<file path="src/rtl/alu_pkg.sv">
// -----------------------------------------------------------------------------
// alu_pkg
// Shared definitions for the RV32I execute-stage ALU.
//   XLEN          : datapath width (fixed at 32)
//   alu_op_e      : 4-bit ALU function codes
//   shift_mode_e  : operating mode of the barrel shifter
//   bit_reverse() : mirrors a word end-for-end; lets one right-shifting
//                   datapath also perform left shifts
// -----------------------------------------------------------------------------
package alu_pkg;

    localparam int XLEN = 32;

    typedef enum logic [3:0] {
        ALU_AND   = 4'b0000,
        ALU_OR    = 4'b0001,
        ALU_ADD   = 4'b0010,
        ALU_XOR   = 4'b0011,
        ALU_SLL   = 4'b0100,
        ALU_SLTU  = 4'b0101,
        ALU_SUB   = 4'b0110,
        ALU_SLT   = 4'b0111,
        ALU_SRL   = 4'b1000,
        ALU_SRA   = 4'b1001,
        ALU_PASSB = 4'b1010
    } alu_op_e;

    typedef enum logic [1:0] {
        SH_SLL = 2'b00,
        SH_SRL = 2'b01,
        SH_SRA = 2'b10
    } shift_mode_e;

    function automatic logic [XLEN-1:0] bit_reverse(input logic [XLEN-1:0] v);
        logic [XLEN-1:0] r;
        for (int i = 0; i < XLEN; i++) begin
            r[i] = v[XLEN-1-i];
        end
        return r;
    endfunction

endpackage

</file>
<file path="src/rtl/alu_shifter.sv">
// -----------------------------------------------------------------------------
// alu_shifter
// Combinational 32-bit barrel shifter built as a 5-stage logarithmic shifter.
// Stage i shifts right by 2**i when shamt[i] is set. Left shifts reuse the
// same right-shifting stages by mirroring the word on the way in and out.
//   data   : input  [XLEN-1:0]  value to shift
//   shamt  : input  [4:0]       shift amount
//   mode   : input  shift_mode_e SLL / SRL / SRA
//   result : output [XLEN-1:0]  shifted value
// -----------------------------------------------------------------------------
module alu_shifter
    import alu_pkg::*;
(
    input  logic [XLEN-1:0] data,
    input  logic [4:0]      shamt,
    input  shift_mode_e     mode,
    output logic [XLEN-1:0] result
);

    logic            is_left;
    logic            fill_bit;
    logic [XLEN-1:0] stage_in;
    logic [XLEN-1:0] stage_out;

    assign is_left  = (mode == SH_SLL);
    // Only arithmetic right shifts replicate the sign; a mirrored left shift
    // must shift in zeros, which the zero fill provides.
    assign fill_bit = (mode == SH_SRA) & data[XLEN-1];
    assign stage_in = is_left ? bit_reverse(data) : data;

    always_comb begin
        logic [2*XLEN-1:0] ext;
        stage_out = stage_in;
        for (int i = 0; i < 5; i++) begin
            // Extend with the fill bit above the word so shifted-in bits
            // come from the fill, then keep the low XLEN bits.
            ext = {{XLEN{fill_bit}}, stage_out} >> (1 << i);
            if (shamt[i]) begin
                stage_out = ext[XLEN-1:0];
            end
        end
    end

    assign result = is_left ? bit_reverse(stage_out) : stage_out;

endmodule

</file>
<file path="src/rtl/alu_core.sv">
// -----------------------------------------------------------------------------
// alu_core
// 32-bit RV32I execute-stage ALU with a single registered output stage.
// Result and flags appear one clock after x/y/ALUFn are sampled; a new
// operation is accepted every cycle.
//   clk      : input        rising-edge clock
//   rst_n    : input        synchronous active-low reset
//   x        : input  [31]  operand A (rs1)
//   y        : input  [31]  operand B (rs2 / immediate)
//   ALUFn    : input  [3:0] operation select (alu_op_e)
//   out      : output [31]  registered result
//   zero     : output       registered, result == 0
//   ng       : output       registered, result bit 31
//   overflow : output       registered signed overflow (ADD/SUB only)
// -----------------------------------------------------------------------------
module alu_core
    import alu_pkg::*;
#(
    parameter int WIDTH = XLEN
) (
    input  logic             clk,
    input  logic             rst_n,
    input  logic [WIDTH-1:0] x,
    input  logic [WIDTH-1:0] y,
    input  logic [3:0]       ALUFn,
    output logic [WIDTH-1:0] out,
    output logic             zero,
    output logic             ng,
    output logic             overflow
);

    alu_op_e         op;
    logic [XLEN-1:0] sum;
    logic [XLEN:0]   diff_u;
    logic            lt_u;
    logic            lt_s;
    logic            add_ovf;
    logic            sub_ovf;
    shift_mode_e     sh_mode;
    logic [XLEN-1:0] sh_result;

    logic [XLEN-1:0] out_d, out_q;
    logic            zero_d, zero_q;
    logic            ng_d, ng_q;
    logic            ovf_d, ovf_q;

    assign op  = alu_op_e'(ALUFn);
    assign sum = x + y;

    // 33-bit unsigned difference: low bits are the SUB result, the top bit
    // is the borrow, i.e. x <u y.
    assign diff_u = {1'b0, x} - {1'b0, y};
    assign lt_u   = diff_u[XLEN];
    // The 33-bit sign-extended difference differs from the zero-extended one
    // only in bit 32, flipped by x[31]^y[31]; its sign gives signed x < y,
    // correct even at the extremes where the 32-bit SUB result overflows.
    assign lt_s   = diff_u[XLEN] ^ x[XLEN-1] ^ y[XLEN-1];

    assign add_ovf = (x[XLEN-1] == y[XLEN-1]) && (sum[XLEN-1] != x[XLEN-1]);
    assign sub_ovf = (x[XLEN-1] != y[XLEN-1]) && (diff_u[XLEN-1] != x[XLEN-1]);

    always_comb begin
        sh_mode = SH_SLL;
        if (op == ALU_SRL) begin
            sh_mode = SH_SRL;
        end else if (op == ALU_SRA) begin
            sh_mode = SH_SRA;
        end
    end

    alu_shifter u_shifter (
        .data   (x),
        .shamt  (y[4:0]),
        .mode   (sh_mode),
        .result (sh_result)
    );

    always_comb begin
        out_d = '0;
        ovf_d = 1'b0;
        case (op)
            ALU_AND:   out_d = x & y;
            ALU_OR:    out_d = x | y;
            ALU_ADD: begin
                out_d = sum;
                ovf_d = add_ovf;
            end
            ALU_XOR:   out_d = x ^ y;
            ALU_SLL:   out_d = sh_result;
            ALU_SLTU:  out_d = {{(XLEN-1){1'b0}}, lt_u};
            ALU_SUB: begin
                out_d = diff_u[XLEN-1:0];
                ovf_d = sub_ovf;
            end
            ALU_SLT:   out_d = {{(XLEN-1){1'b0}}, lt_s};
            ALU_SRL:   out_d = sh_result;
            ALU_SRA:   out_d = sh_result;
            ALU_PASSB: out_d = y;
            default:   out_d = '0;
        endcase
        zero_d = (out_d == '0);
        ng_d   = out_d[XLEN-1];
    end

    always_ff @(posedge clk) begin
        if (!rst_n) begin
            out_q  <= '0;
            zero_q <= 1'b1;
            ng_q   <= 1'b0;
            ovf_q  <= 1'b0;
        end else begin
            out_q  <= out_d;
            zero_q <= zero_d;
            ng_q   <= ng_d;
            ovf_q  <= ovf_d;
        end
    end

    assign out      = out_q;
    assign zero     = zero_q;
    assign ng       = ng_q;
    assign overflow = ovf_q;

endmodule

</file>
<file path="config.mk">
export PLATFORM = sky130hd
export DESIGN_NAME = alu_core
export DESIGN_NICKNAME = d
export VERILOG_FILES = /design/src/rtl/alu_pkg.sv /design/src/rtl/alu_shifter.sv /design/src/rtl/alu_core.sv
export SDC_FILE = /design/constraint.sdc
export NUM_CORES = 1
export LEC_CHECK = 0
export CAP_MARGIN = 20
export CORE_ASPECT_RATIO = 0.6
export CORE_MARGIN = 3
export CORE_UTILIZATION = 30
export DETAILED_ROUTE_END_ITERATION = 8
export PLACE_DENSITY_LB_ADDON = 0.08
export SLEW_MARGIN = 10
export SYNTH_ARGS = -nofsm -noshare
export SYNTH_HDL_FRONTEND = slang
export SYNTH_SLANG_ARGS = --single-unit
</file>
<file path="constraint.sdc">
create_clock -name clk -period 8 [get_ports clk]
set_clock_uncertainty 0.05 [all_clocks]
set_input_delay 1.2 -clock clk [delete_from_list [all_inputs] [get_ports clk]]
set_output_delay 1.2 -clock clk [all_outputs]
set_load 0.02 [all_outputs]
</file>
==> run metrics, run 1 <==
Core Rows=50; asr flop ratio synth=0; Final Hold Viols=0; Area Growth Syn to Fin=16.72%; Antenna diodes=0; Power per Cell Area=between 100 and 150 nW/um2; drt pass-1 iters=8; commonest non-fill, non-tap cell in the layout=nor2_1; Via density=roughly 6.6; vias in the first global route=roughly 11000; CP Launch Type=input pin; Vias=between 10000 and 15000; first-pass GRT wire length=around 78000 um; Post-Syn Area=a little under 10000 um2; initial antenna violation count=3; Worst slew margin=0.09112; die area=about 35000 um2; placed cell areas=approximately 11000 um2; setup tns final=0 ns; Post-route DRC=0; gr ovfl total=0; DIE WIDTH=~240 um; Finished Cell Area=11350 um2; CP cell instances=clkdlybuf4s50_1, nor3b_4, buf_4, mux4_2, a22oi_1, a21oi_1, a311oi_1, o221ai_1, a221oi_1, nand2_1, nor4_1, nand4_1, o21ai_1; clk slew on worst S/H paths=roughly 0.050 ns; number of synthesized register bits=34; Worst path top cell family by delay=compound AO/OA/AOI/OAI gates; Post-synth EDFFs=0; Root Driver=clkbuf_16; final WL=around 54000 um; status=finished clean; Warnings, synthesis=0; max cap viols=0; Min-Delay Path Class=in2reg; Resize count post-CTS=0; wire per inst=29.88 um; Initial Util=0.3085; Final setup viols=0; CP Max Fanout=16; Core Footprint=~32000 um2; Avg Synthesized Cell Area=7.243 um2; LEAKAGE=0.004596 uW; Max H-tree Level=2; maximum clock rate=~140 MHz; max incr delay on CP=0.92 ns; largest net degree at the start of global routing=37; worst setup path class=in2reg; buffer count from post-CTS setup fixing=0; antenna viol nets, final=0; initial DRC count=between 2000 and 2500; area of the multi-input gates=slightly above 8000 um2; layout cells sized above 1=0.08908; crit path time final=7.038 ns; Hold Slack=around 1.7 ns; Tightest Pin Transition=around 1.3 ns; Synth Instances=1343; Synthesized Nets=between 1500 and 2000; IO buf count=about 100; Fillers=approximately 3400; post-route clock period utilization=0.8797; CTS tree=built; Worst EP required=~8.2 ns; Die Span Y=~150 um; sequential share of the synthesized area=0.06998; Max VDD drop=0.00006419 V; CTS Buf Count=5; most frequent cells in the layout=120 x nor2_1, 104 x nand2_1, 104 x clkdlybuf4s50_1, 99 x a21oi_1, 98 x ha_1; RD Place Congestion=between 1 and 1.5; GRT Util Overall=0.3013; Distinct cells, synth=79; CTS Buffer Depth=2; crit path max-delay cell type=clkdlybuf4s50_1; io pins=about 110; Post-DP HPWL=between 40000 and 50000 um; Clock Sinks=34; Crit path arrival time=7.19 ns; Buf/Inv on CP=2; RSZ-0062 raised after global routing=no; Crit. End Element=register; hold_buf cts=0; Main synth FF type=dfxtp_1; Final Net Count=around 1600; pins over their slew limit=0; register area=680.7 um2
## per-stage QoR
stage	utilization	power (uW)	instances	setup slack, ns
after floorplan	-	662.5	1343	2.826
after global placement	0.3559	991.5	1801	0.8364
after detailed placement	0.3559	982.3	1801	1.002
after CTS	0.3601	1158	1808	1.268
after global routing	0.3601	1242	1808	0.7538
final	0.3601	1183	1808	0.9623
## area by class of cell
class                           instances  area share
Sequential cell                        34     0.05995
Tap cell                              416     0.04585
Clock buffer                            7     0.01168
Multi-Input combinational cell       1108      0.7310
Timing Repair Buffer                  146      0.1195
Inverter                               97     0.03207
## kinds of logic (layout without fill, tap and decap cells)
family	after synthesis	after routing	share of synthesized area
AO/OA/AOI/OAI	458	458	0.3314
AND/OR/NAND/NOR	446	446	0.2268
buffers and inverters	201	250	0.08065
adder cells (fa/ha/maj)	100	100	0.1302
multiplexers	88	88	0.1466
flip-flops	34	34	0.06998
XOR/XNOR	16	16	0.01441
## worst paths after layout
check	cells past startpoint	slack, ns	from	end
min	3	1.66	rst_n	zero$_SDFF_PN1_
max	13	0.96	ALUFn[2]	zero$_SDFF_PN1_
## state kept, by name (all words and copies together), names as in the netlist
signal    flops
zero          1
overflow      1
out          32
## Yosys cell counts, types with 10 or more instances
cell      instances  area (um2)
nor3_1           36       180.2
nor2_1          121       454.2
nand2_1         104       390.4
mux2i_1          33       330.3
o21ai_0          78       390.4
a21oi_1          99       495.5
nor4_1           28       175.2
a221o_1          14       140.1
a31oi_1          10       62.56
and2_1           28       175.2
a21o_1           18       135.1
ha_1             98        1226
nand3_1          28       140.1
a221oi_1         27       236.5
o31ai_1          21       157.7
nand2b_1         12       75.07
mux2_2           12       135.1
clkbuf_1         79       296.5
a211oi_1         21       157.7
dfxtp_1          34       680.7
o211a_1          10       100.1
inv_1            95       356.6
a22oi_1          16       120.1
nand4_1          14       87.58
xnor2_1          13       113.9
o211ai_1         23       172.7
buf_1            13       48.80
nor2b_1          24       150.1
mux4_2           42       945.9
## worst min-delay path, delay by kind of cell
family,cells,cell delay [ns]
AOI/OAI and AO/OA,1,0.10
buffers and inverters,2,0.62
## layer usage
| metal | global-route usage | wire length [um] |
|---|---|---|
| met2 | 0.3808 | 19550 |
| met5 | 0 | 10 |
| met4 | 0.07216 | 1454 |
| met3 | 0.1116 | 7797 |
| met1 | 0.4663 | 25210 |
## report_power, final
part	internal, uW	switching (uW)	total [uW]
sequential	185	4.63	190
clock	113	57.0	170
combinational	292	531	823
total	590	593	1180
No activity file was read; power rests on OpenSTA's default activity.
==> run 2: changes to the inputs <==
Settings changed: RECOVER_POWER set to 50.
==> run metrics, run 2 (synthesized netlist as in run 1, its figures left out) <==
pre-CTS setup slack=1.002 ns (unchanged); die area=34690 um2 (unchanged); hold wc startpoint=rst_n; CTS tree=built; Final Util=0.3601 (unchanged); drt pass-1 iters=5 (-3); layout cells sized above 1=0.08908 (unchanged); crit path max-delay cell type=clkdlybuf4s50_1; WHS Endpoint=zero$_SDFF_PN1_; Final Net Count=1562 (unchanged); final WL=54070 um (about the same); antenna viol nets, final=0 (unchanged); Crit. End Element=register; Power per Cell Area=103.7 nW/um2 (-0.51%); initial antenna violation count=3 (unchanged); Min-Delay Path Class=in2reg; Worst EP required=8.15 ns (about the same); Root Driver=clkbuf_16; gr ovfl total=0 (unchanged); largest net degree at the start of global routing=37 (unchanged); clk slew on worst S/H paths=0.05 ns (about the same); post-route clock period utilization=0.8809 (+0.001147); CP Max Fanout=16 (unchanged); RD Place Congestion=1.030 (unchanged); Seq pwr share=0.161 (about the same); crit path time final=7.047 ns (+0.009178 ns); Antenna diodes=0 (unchanged); RSZ-0062 raised after global routing=no; Int Pwr=584.5 uW (-0.95%); io pins=105 (unchanged); IO buf count=104 (unchanged); Crit path arrival time=7.20 ns (about the same); Worst path top cell family by delay=compound AO/OA/AOI/OAI gates; Tightest Pin Transition=1.318 ns (-0.02438 ns); Max VDD drop=0.00006410 V (-0.13%); Setup crit start=ALUFn[2]; Die Span Y=145.5 um (unchanged); Final setup viols=0 (unchanged); buffer count from post-CTS setup fixing=0 (unchanged); commonest non-fill, non-tap cell in the layout=nor2_1; combinational power share=0.695 (about the same); first-pass GRT wire length=78090 um (unchanged); Final Hold Viols=0 (unchanged); Switching Fraction=0.5034 (+0.002178); max cap viols=0 (unchanged); CTS Buf Count=5 (unchanged); setup tns final=0 ns (unchanged); GRT Util Overall=0.3013 (unchanged); Worst slew margin=0.1076 (+0.01651); WP depth=13 (unchanged); Vias=11840 (-0.19%); worst setup path class=in2reg; dpl cells=1801 (unchanged); vias in the first global route=10810 (unchanged); max reg flops=32 (unchanged); hold_buf cts=0 (unchanged); Buf/Inv on CP=2 (unchanged); CTS Buffer Depth=2 (unchanged); LEAKAGE=0.004685 uW (+1.9%); DIE WIDTH=238.5 um (unchanged); CP cell instances=clkdlybuf4s50_1, nor3b_4, buf_4, mux4_2, a22oi_1, a21oi_1, a311oi_1, o221ai_1, a221oi_1, nand2_1, nor4_1, nand4_1, o21ai_1; Hold Crit Depth=3 (unchanged); pins over their slew limit=0 (unchanged); Via density=6.549 (-0.19%); Core Footprint=31530 um2 (unchanged); Clock Sinks=34 (unchanged); placed cell areas=11220 um2 (unchanged); status=finished clean; most frequent cells in the layout=120 x nor2_1, 104 x nand2_1, 99 x a21oi_1, 98 x ha_1, 95 x inv_1; Post-route DRC=0 (unchanged); Resize count post-CTS=0 (unchanged); Finished Cell Area=11350 um2 (unchanged); initial DRC count=2035 (unchanged); Core Rows=50 (unchanged); Max H-tree Level=2 (unchanged); CP Launch Type=input pin; Clock Power Share=0.145 (about the same); wire per inst=29.91 um (about the same); max incr delay on CP=0.92 ns (about the same); maximum clock rate=141.9 MHz (-0.13%); worst setup margin=0.9532 ns (-0.009178 ns); Initial Util=0.3085 (unchanged); Post-DP HPWL=43770 um (unchanged); Area Growth Syn to Fin=16.72% (unchanged); P_sw=592.4 uW (about the same); final std cells w/o fill=1808 (unchanged)
==> run 2: layer usage <==
layer | wire length, um | track usage | vias to the layer above
met4 | 1489 | 0.07216 | 2
met3 | 7785 | 0.1116 | 88
met5 | 10 | 0 | -
li1 | - | - | 5201
met1 | 25210 | 0.4663 | 5729
met2 | 19580 | 0.3808 | 820
==> run 2: worst max-delay path by stage <==
stage	end	slack (ns)
finish	zero$_SDFF_PN1_	0.95
global route	zero$_SDFF_PN1_	0.75
CTS	zero$_SDFF_PN1_	1.27
detailed placement	zero$_SDFF_PN1_	1.00
global placement	zero$_SDFF_PN1_	0.84
floorplan	zero$_SDFF_PN1_	2.83
==> run 2: per-stage QoR <==
stage	hold slack [ns]	total power, uW
global placement	1.927	991.5
floorplan	1.278	662.5
global route	1.701	1235
CTS	1.652	1158
finish	1.659	1177
detailed placement	1.933	982.3
==> run 2: power by group through the flow <==
stage | sequential [uW] | combinational (uW) | clock, uW
4_1_cts | 190 | 792 | 176
3_3_place_gp | 193 | 799 | 0
3_5_place_dp | 193 | 789 | 0
2_1_floorplan | 212 | 451 | 0
5_1_grt | 191 | 864 | 181
6_report | 189 | 818 | 170
==> run 2: final cells by class <==
type	count	area (um2)
Multi-Input combinational cell	1108	8299
Timing Repair Buffer	146	1356
Inverter	97	364.1
Clock buffer	7	132.6
Sequential cell	34	680.7
Tap cell	416	520.5
Fill cell	3406	20180
